===== config.mk =====
export PLATFORM = sky130hd
export DESIGN_NAME = cpu_sequencer
export DESIGN_NICKNAME = d
export VERILOG_FILES = /design/src/rtl/cpu_sequencer.sv
export SDC_FILE = /design/constraint.sdc
export NUM_CORES = 1
export LEC_CHECK = 0
export ABC_AREA = 1
export CAP_MARGIN = 20
export CORE_MARGIN = 1
export CORE_UTILIZATION = 50
export CTS_CLUSTER_DIAMETER = 50
export DETAILED_ROUTE_END_ITERATION = 10
export HOLD_SLACK_MARGIN = 0.03
export PLACE_DENSITY_LB_ADDON = 0.08
export SYNTH_ARGS = -nofsm -noshare
export SYNTH_HDL_FRONTEND = slang
export SYNTH_SLANG_ARGS = --single-unit
export TNS_END_PERCENT = 20

===== constraint.sdc =====
create_clock -name clk -period 1.67 [get_ports clk]
set_input_delay 0.334 -clock clk [delete_from_list [all_inputs] [get_ports clk]]
set_output_delay 0.334 -clock clk [all_outputs]
set_load 0.02 [all_outputs]

===== src/rtl/cpu_sequencer.sv =====
// Control sequencer for the Simple RISC Machine: fetch, PC advance, decode, execute.
// Latency: 4-cycle fetch/decode; 5 to 10 cycles per instruction including fetch.
// Backpressure: none; synchronous memory with 1-cycle read latency is assumed.
//
// Ports:
//   clk, reset_n        clock, asynchronous active-low reset
//   opcode, op, cond    instruction fields from the decoder (stable from UPC onwards)
//   Z, N, V             status flags, sampled only in the branch state
//   nsel .. halted      datapath, PC, IR and memory strobes (registered, except the
//                       branch PC load, which also depends on cond and the flags)
module cpu_sequencer #(
    parameter logic [1:0] MNONE  = 2'b00,
    parameter logic [1:0] MREAD  = 2'b01,
    parameter logic [1:0] MWRITE = 2'b10
) (
    input  logic       clk,
    input  logic       reset_n,
    input  logic [2:0] opcode,
    input  logic [1:0] op,
    input  logic [2:0] cond,
    input  logic       Z,
    input  logic       N,
    input  logic       V,
    output logic [2:0] nsel,
    output logic       loada,
    output logic       loadb,
    output logic       loadc,
    output logic       loads,
    output logic       asel,
    output logic       bsel,
    output logic [1:0] vsel,
    output logic       write,
    output logic       load_ir,
    output logic       load_pc,
    output logic       reset_pc,
    output logic [1:0] pc_sel,
    output logic       addr_sel,
    output logic       load_addr,
    output logic [1:0] mem_cmd,
    output logic       halted
);

    typedef enum logic [4:0] {
        S_RST, S_IF1, S_IF2, S_UPC, S_DEC,
        S_MOVI,
        S_GA, S_GB, S_EX, S_EXA, S_CMP, S_WR,
        S_ADR, S_LA, S_MR, S_WM,
        S_GD, S_MB, S_MW,
        S_BR,
        S_BGD, S_BMB, S_BP,
        S_HLT
    } state_t;

    typedef struct packed {
        logic [2:0] nsel;
        logic       loada;
        logic       loadb;
        logic       loadc;
        logic       loads;
        logic       asel;
        logic       bsel;
        logic [1:0] vsel;
        logic       write;
        logic       load_ir;
        logic       load_pc;
        logic       reset_pc;
        logic [1:0] pc_sel;
        logic       addr_sel;
        logic       load_addr;
        logic [1:0] mem_cmd;
        logic       halted;
    } ctrl_t;

    state_t state;
    state_t nxt;
    ctrl_t  ctrl;
    logic   taken;

    // Strobes for a given state. Evaluated on the next state so that the
    // registered outputs line up with the state register.
    function automatic ctrl_t decode(input state_t s);
        ctrl_t c;
        c         = '0;
        c.mem_cmd = MNONE;
        case (s)
            S_RST:  begin c.reset_pc = 1'b1; c.load_pc = 1'b1; end
            S_IF1:  begin c.addr_sel = 1'b1; c.mem_cmd = MREAD; end
            S_IF2:  begin c.addr_sel = 1'b1; c.mem_cmd = MREAD; c.load_ir = 1'b1; end
            S_UPC:  begin c.load_pc = 1'b1; c.pc_sel = 2'b00; end
            S_MOVI: begin c.write = 1'b1; c.nsel = 3'b100; c.vsel = 2'b10; end
            S_GA:   begin c.nsel = 3'b100; c.loada = 1'b1; end
            S_GB:   begin c.nsel = 3'b001; c.loadb = 1'b1; end
            S_EX:   begin c.asel = 1'b1; c.loadc = 1'b1; end
            S_EXA:  begin c.loadc = 1'b1; end
            S_CMP:  begin c.loadc = 1'b1; c.loads = 1'b1; end
            S_WR:   begin c.nsel = 3'b010; c.vsel = 2'b00; c.write = 1'b1; end
            S_ADR:  begin c.bsel = 1'b1; c.loadc = 1'b1; end
            S_LA:   begin c.load_addr = 1'b1; end
            S_MR:   begin c.addr_sel = 1'b0; c.mem_cmd = MREAD; end
            // Read command is held so the synchronous memory keeps driving mdata.
            S_WM:   begin c.nsel = 3'b010; c.vsel = 2'b11; c.write = 1'b1; c.mem_cmd = MREAD; end
            S_GD:   begin c.nsel = 3'b010; c.loadb = 1'b1; end
            S_MB:   begin c.asel = 1'b1; c.loadc = 1'b1; end
            S_MW:   begin c.addr_sel = 1'b0; c.mem_cmd = MWRITE; end
            S_BGD:  begin c.nsel = 3'b010; c.loadb = 1'b1; end
            S_BMB:  begin c.asel = 1'b1; c.loadc = 1'b1; end
            S_BP:   begin c.load_pc = 1'b1; c.pc_sel = 2'b10; end
            S_HLT:  begin c.halted = 1'b1; end
            default: ;
        endcase
        return c;
    endfunction

    // opcode/op come from the IR, which is stable from UPC until the next
    // fetch, so mid-instruction branching on them is safe.
    always_comb begin
        nxt = state;
        case (state)
            S_RST:  nxt = S_IF1;
            S_IF1:  nxt = S_IF2;
            S_IF2:  nxt = S_UPC;
            S_UPC:  nxt = S_DEC;
            S_DEC: begin
                casez ({opcode, op})
                    5'b110_10: nxt = S_MOVI;
                    5'b110_00: nxt = S_GB;
                    5'b101_??: nxt = S_GA;
                    5'b011_00: nxt = S_GA;
                    5'b100_00: nxt = S_GA;
                    5'b001_00: nxt = S_BR;
                    5'b010_00: nxt = S_BGD;
                    5'b111_??: nxt = S_HLT;
                    default:   nxt = S_IF1;
                endcase
            end
            S_MOVI: nxt = S_IF1;
            S_GA:   nxt = (opcode == 3'b101) ? S_GB : S_ADR;
            S_GB: begin
                if (opcode != 3'b101)   nxt = S_EX;
                else if (op == 2'b01)   nxt = S_CMP;
                else                    nxt = S_EXA;
            end
            S_EX:   nxt = S_WR;
            S_EXA:  nxt = S_WR;
            S_CMP:  nxt = S_IF1;
            S_WR:   nxt = S_IF1;
            S_ADR:  nxt = S_LA;
            S_LA:   nxt = (opcode == 3'b011) ? S_MR : S_GD;
            S_MR:   nxt = S_WM;
            S_WM:   nxt = S_IF1;
            S_GD:   nxt = S_MB;
            S_MB:   nxt = S_MW;
            S_MW:   nxt = S_IF1;
            S_BR:   nxt = S_IF1;
            S_BGD:  nxt = S_BMB;
            S_BMB:  nxt = S_BP;
            S_BP:   nxt = S_IF1;
            S_HLT:  nxt = S_HLT;
            default: nxt = S_RST;
        endcase
    end

    always_ff @(posedge clk or negedge reset_n) begin
        if (!reset_n) begin
            state <= S_RST;
            ctrl  <= decode(S_RST);
        end else begin
            state <= nxt;
            ctrl  <= decode(nxt);
        end
    end

    always_comb begin
        case (cond)
            3'b000:  taken = 1'b1;
            3'b001:  taken = Z;
            3'b010:  taken = !Z;
            3'b011:  taken = N ^ V;
            3'b100:  taken = (N ^ V) | Z;
            default: taken = 1'b0;
        endcase
    end

    // The branch PC load is the one input-dependent output: flags are read in
    // BR itself so a CMP committed at the end of its execute state is seen.
    logic br_take;
    assign br_take = (state == S_BR) && taken;

    assign nsel      = ctrl.nsel;
    assign loada     = ctrl.loada;
    assign loadb     = ctrl.loadb;
    assign loadc     = ctrl.loadc;
    assign loads     = ctrl.loads;
    assign asel      = ctrl.asel;
    assign bsel      = ctrl.bsel;
    assign vsel      = ctrl.vsel;
    assign write     = ctrl.write;
    assign load_ir   = ctrl.load_ir;
    assign load_pc   = ctrl.load_pc | br_take;
    assign reset_pc  = ctrl.reset_pc;
    assign pc_sel    = br_take ? 2'b01 : ctrl.pc_sel;
    assign addr_sel  = ctrl.addr_sel;
    assign load_addr = ctrl.load_addr;
    assign mem_cmd   = ctrl.mem_cmd;
    assign halted    = ctrl.halted;

endmodule


Yosys cells after proc, flatten, opt, wreduce, memory -nomap -nowiden
Cells that the tools add are included.
- output and inout bits: 22
- register bits after elaboration: 27
- equality and inequality tests: 59
- reductions and logical operators: 16
- mux-type cells: 24
- bitwise gates (word level): 3
- operators with widths (operator ; count):
    $eq A5 B4 Y1 const B ; 18
    $eq A5 B5 Y1 const B ; 18
    $pmux W5 S16 ; 1
    $eq A5 B3 Y1 const B ; 8
    $pmux W5 S6 ; 1
    $eq A5 B2 Y1 const B ; 4
    $pmux W3 S3 ; 2
    $mux W1 ; 12
    $reduce_or A3 Y1 ; 4
    $eq A5 B1 Y1 const B ; 2
    $logic_not A5 Y1 ; 2
    $eq A3 B2 Y1 const B ; 3
    $eq A3 B3 Y1 const B ; 3
    $mux W2 ; 4
    $reduce_or A4 Y1 ; 2
    $reduce_or A8 Y1 ; 1
    $reduce_or A2 Y1 ; 3
    $reduce_or A6 Y1 ; 1
    $mux W5 ; 1
    $pmux W1 S5 ; 1
    $mux W4 ; 1
    $pmux W2 S2 ; 1
    $eq A3 B1 Y1 const B ; 1
    $logic_not A3 Y1 ; 1
    6 further kinds ; 7

Longest topological paths before layout
- depth in word-level cells: 7
- gate-level depth with buffers: 13
- mapped depth without buffers: 12

Worst setup path after synthesis
OpenSTA, ideal clock, no wires.
- path type: flip-flop to flip-flop
- from: register state[1]
- to: register ctrl (netlist bit mem_cmd[0])
- data required time: 1.546 ns
- slack: 0.179 ns
- path buffers: 1
- stages on the path, launching flop included: 11
- data arrival time: 1.366 ns
- path through: dfrtp_1 -> buf_2 -> nand2_1 -> nor3_2 -> nand3_1 -> nand2_1 -> nor2_2 -> nand2_4 -> nand2_1 -> nand3_1 -> nand2_1
- word-level cells in the longest chain between the ends: 6
- elaborated cells on any way between the ends: 34
- RTL lines (element ; RTL line ; source):
    from (decl) ; 74 ; state_t state;
    from (signal assigned) ; 168 ; state <= nxt;
    $eq A5 B5 Y1 (tied with other cells) ; 118 ; case (state)
    $reduce_or A8 Y1 (no source line) / $reduce_or A2 Y1 (equally long branches) ; n/a ;
    $pmux W5 S16 * ; 118 ;
    named net nxt[1] ; 75 ; state_t nxt;
    $eq A5 B4 Y1 (tied with other cells) ; 85 ; case (s)
    $reduce_or A4 Y1 (no source line) ; n/a ;
    $pmux W2 S2 * ; 85 ;
    to (signal assigned) ; 166 ; ctrl <= decode(S_RST);
    to (signal assigned) ; 169 ; ctrl <= decode(nxt);
    to (decl) ; 76 ; ctrl_t ctrl;
The timed path passes the listed nets; every way through them passes the cells marked *.

Worst setup path after layout
- from: register state[2]
- to: output pc_sel[1]
- word-level cells in the longest chain between the ends: 3
- RTL lines (element ; RTL line ; source):
    $eq A5 B5 Y1 ; 187 ; assign br_take = (state == S_BR) && taken;
    $logic_and A1 B1 Y1 ; 187 ;
    $mux W2 ; 201 ; assign pc_sel = br_take ? 2'b01 : ctrl.pc_sel;
    to (decl) ; 36 ; output logic [1:0] pc_sel,
Every way passes these cells.

==> reports/results.txt <==
Status = finished, violations left
Failing checks = design-rule violations, negative setup slack
Clock Pin Slew Worst Setup and Hold Paths = 0.14 ns
Fin. Hold Viols = 0
Rows = 19
Post-Syn Nets = 237
GRT overflow = 0
Worst hold slack = 0.353 ns
Total Wirelength = 4.46 mm
Clk pwr share = 10.0%
Die Y-Extent = 57.8 um
Avg Inst Size Synth = 6.95 um^2
Worst EP arrival = 1.49 ns
CTS Buf Count = 3
Post-DP HPWL = 3.07 mm
Gpl congestion = 0.901
Critical path buffers and inverters = 2
Clock Sinks = 26
Antenna Nets Post-Route = 0
DR vias = 1,731
Critical Path Start Type = register
Max_cap viols = 0
Highest-count cells in the layout ignoring fill and taps = nand2_1 (45), buf_4 (40), nand3_1 (24), dfrtp_1 (24), clkdlybuf4s50_1 (22)
Switching Fraction = 46.6%
Die W = 57.8 um
Synthesized area = 1560 um^2
Crit path max-delay cell type = dfrtp_1
Clock Path Buffers = 2
Post-route cell area = 2490 um^2
Fin crit share = 109%
Lkg Pwr = 1.39 nW
Layout cell share with drive strength beyond 1 = 39.9%
Seq pwr share = 21.4%
Hold Crit Class = input port to async pin
Synth area leader = dfrtp_1
Setup TNS = -1.50 ns
Yosys cell types = 25
Max rail drop VDD = 971 uV
WS Path Type = register to output port
Place WS = -0.964 ns
IO buf count = 34
Reg2reg start = state[3]
Boundary Pins = 35
Antenna violations before repair = 0
Slew Limit Fails = 0
Combinational power share = 68.6%
Gr usage total = 24.8%
Net Sw Power = 2.01 mW
First-pass GRT wire length = 6.23 mm
Clock Latency Late Sink = 0.33 ns
Internal Power = 2.30 mW
PD cells = 1730 nW/um^2
Area post-placement = 2160 um^2
Most common cell after layout, fill and taps aside = nand2_1
Starting density of the core = 54.6%
Drt drc = 2
Core Area = 2850 um^2
F_max = 547 MHz
Largest net degree at the start of global routing = 27
WL/cell = 13.6 um
Setup ws final = -0.158 ns
Synth Warn # = 0
Final-report setup violation count = 17
Finished Core Util = 87.3%
Top cells by area, synth = dfrtp_1 (39%), nand2_1 (13%), nand3_1 (11%), nor2_1 (9.2%), inv_1 (6.0%)
Largest delay share family, worst path = flip-flops
Die area = 3340 um^2
CP endpoint kind = output port
ANT cells = 0
DR vias/cell = 5.29
Post-synth top area share = 38.6%
DRT iter0 DRCs = 68
Slew @ Worst Pin = 0.317 ns
Worst-path cell chain = nor2_2, nand3_2, a31oi_4, buf_6, nor2_2, buf_6
Clock Skews = 0.00566 ns
Syn-to-layout area delta = 60.0%
Register bit total from synthesis = 26
CTS tree = yes
Max_slew headroom = 78.8%
Htree depth = 1
Vias in the first global route = 1,418
Min cycle time layout = 1.83 ns
RSZ-0062 raised after global routing = yes
WP data required = 1.34 ns
Nets = 310
Crit path launch = state[2]
Mapped Cells = 224
Root buffer cell = clkbuf_4
Layout fillers = 157
Worst-path maximum fanout = 3
DR pass1 iterations = 11
CP max stage delay = 0.43 ns
Register area share after synthesis = 42.0%
==> stage by stage <==
stage | power, mW | std cells
floorplan | 2.34 | 224
global placement | 3.15 | 317
detailed placement | 3.18 | 317
CTS | 3.70 | 322
global route | 4.57 | 327
finish | 4.31 | 327
==> cell families after synthesis <==
family	synth area share, %
simple gates	40.7
buf+inv	12.9
compound gates	3.86
flops	42.0
xor+xnor	0.563
==> final cells by class <==
cell class,instances,area [um^2],area share [%]
clock buffer,3,22.5,0.904
clock inverter,1,30.0,1.21
inverter,35,134,5.37
multi-input combinational,153,922,37.0
sequential,26,653,26.2
tap,31,38.8,1.56
timing repair buffer,78,691,27.7
==> what timing repair did <==
action / 4_1_cts / 5_1_grt
gates cloned: 0 / 0
hold endpoints to repair: 0 / 0
pin swaps: 10 / 21
endpoints found under the setup margin: 18 / 21
hold buffers: 0 / 0
setup buffers: 1 / 5
gates resized for setup: 44 / 48
==> power groups by stage <==
stage	clock [mW]	sequential, mW	combinational, mW
finish	0.431	0.924	2.96
global route	0.454	0.934	3.19
CTS	0.427	0.920	2.36
detailed placement	0	0.928	2.25
global placement	0	0.921	2.22
floorplan	0	1.04	1.30
==> sequential cells by signal (all words and copies together) (netlist names) <==
register and cells:
loads 1, load_ir 1, bsel 1, asel 1, halted 1, loadc 1, nsel 3, load_addr 1
state 5, vsel 2, addr_sel 1, mem_cmd 2, ctrl 2, write 1, loada 1, loadb 1
reset_pc 1
==> worst paths after layout <==
check / endpoint / slack (ns) / depth (start not counted)
setup / recovery: pc_sel[1] / -0.16 / 6
hold / removal: asel / 0.35 / 2
setup reg to reg: asel / -0.13 / 11
hold reg to reg: load_ir / 0.80 / 4
max in group asynchronous: ctrl[8] / 1.02 / 2
min in group clk: loads / 0.66 / 6
==> layer usage <==
layer	wire length, um	up-vias	global-route usage [%]
met4	104	0	10.5
met5	0	-	0
met1	1810	803	32.9
met3	198	13	3.35
met2	2340	75	41.0
li1	-	840	-
==> synth_stat cells <==
cell type	instances
nand4_1	2
o211ai_1	2
a311oi_1	1
dfstp_2	2
nand3_2	2
nor3_1	2
nor3_2	1
nand2_1	54
buf_2	2
nand3_1	35
buf_4	8
nor2_2	4
nor2_4	1
a21oi_1	3
inv_1	25
clkinv_1	2
a31oi_1	1
dfrtp_1	24
nand2_2	1
inv_2	8
or2_2	1
xor2_1	1
nor2_1	38
o21ai_0	3
nand2_4	1
(Power assumes the default switching activity.)
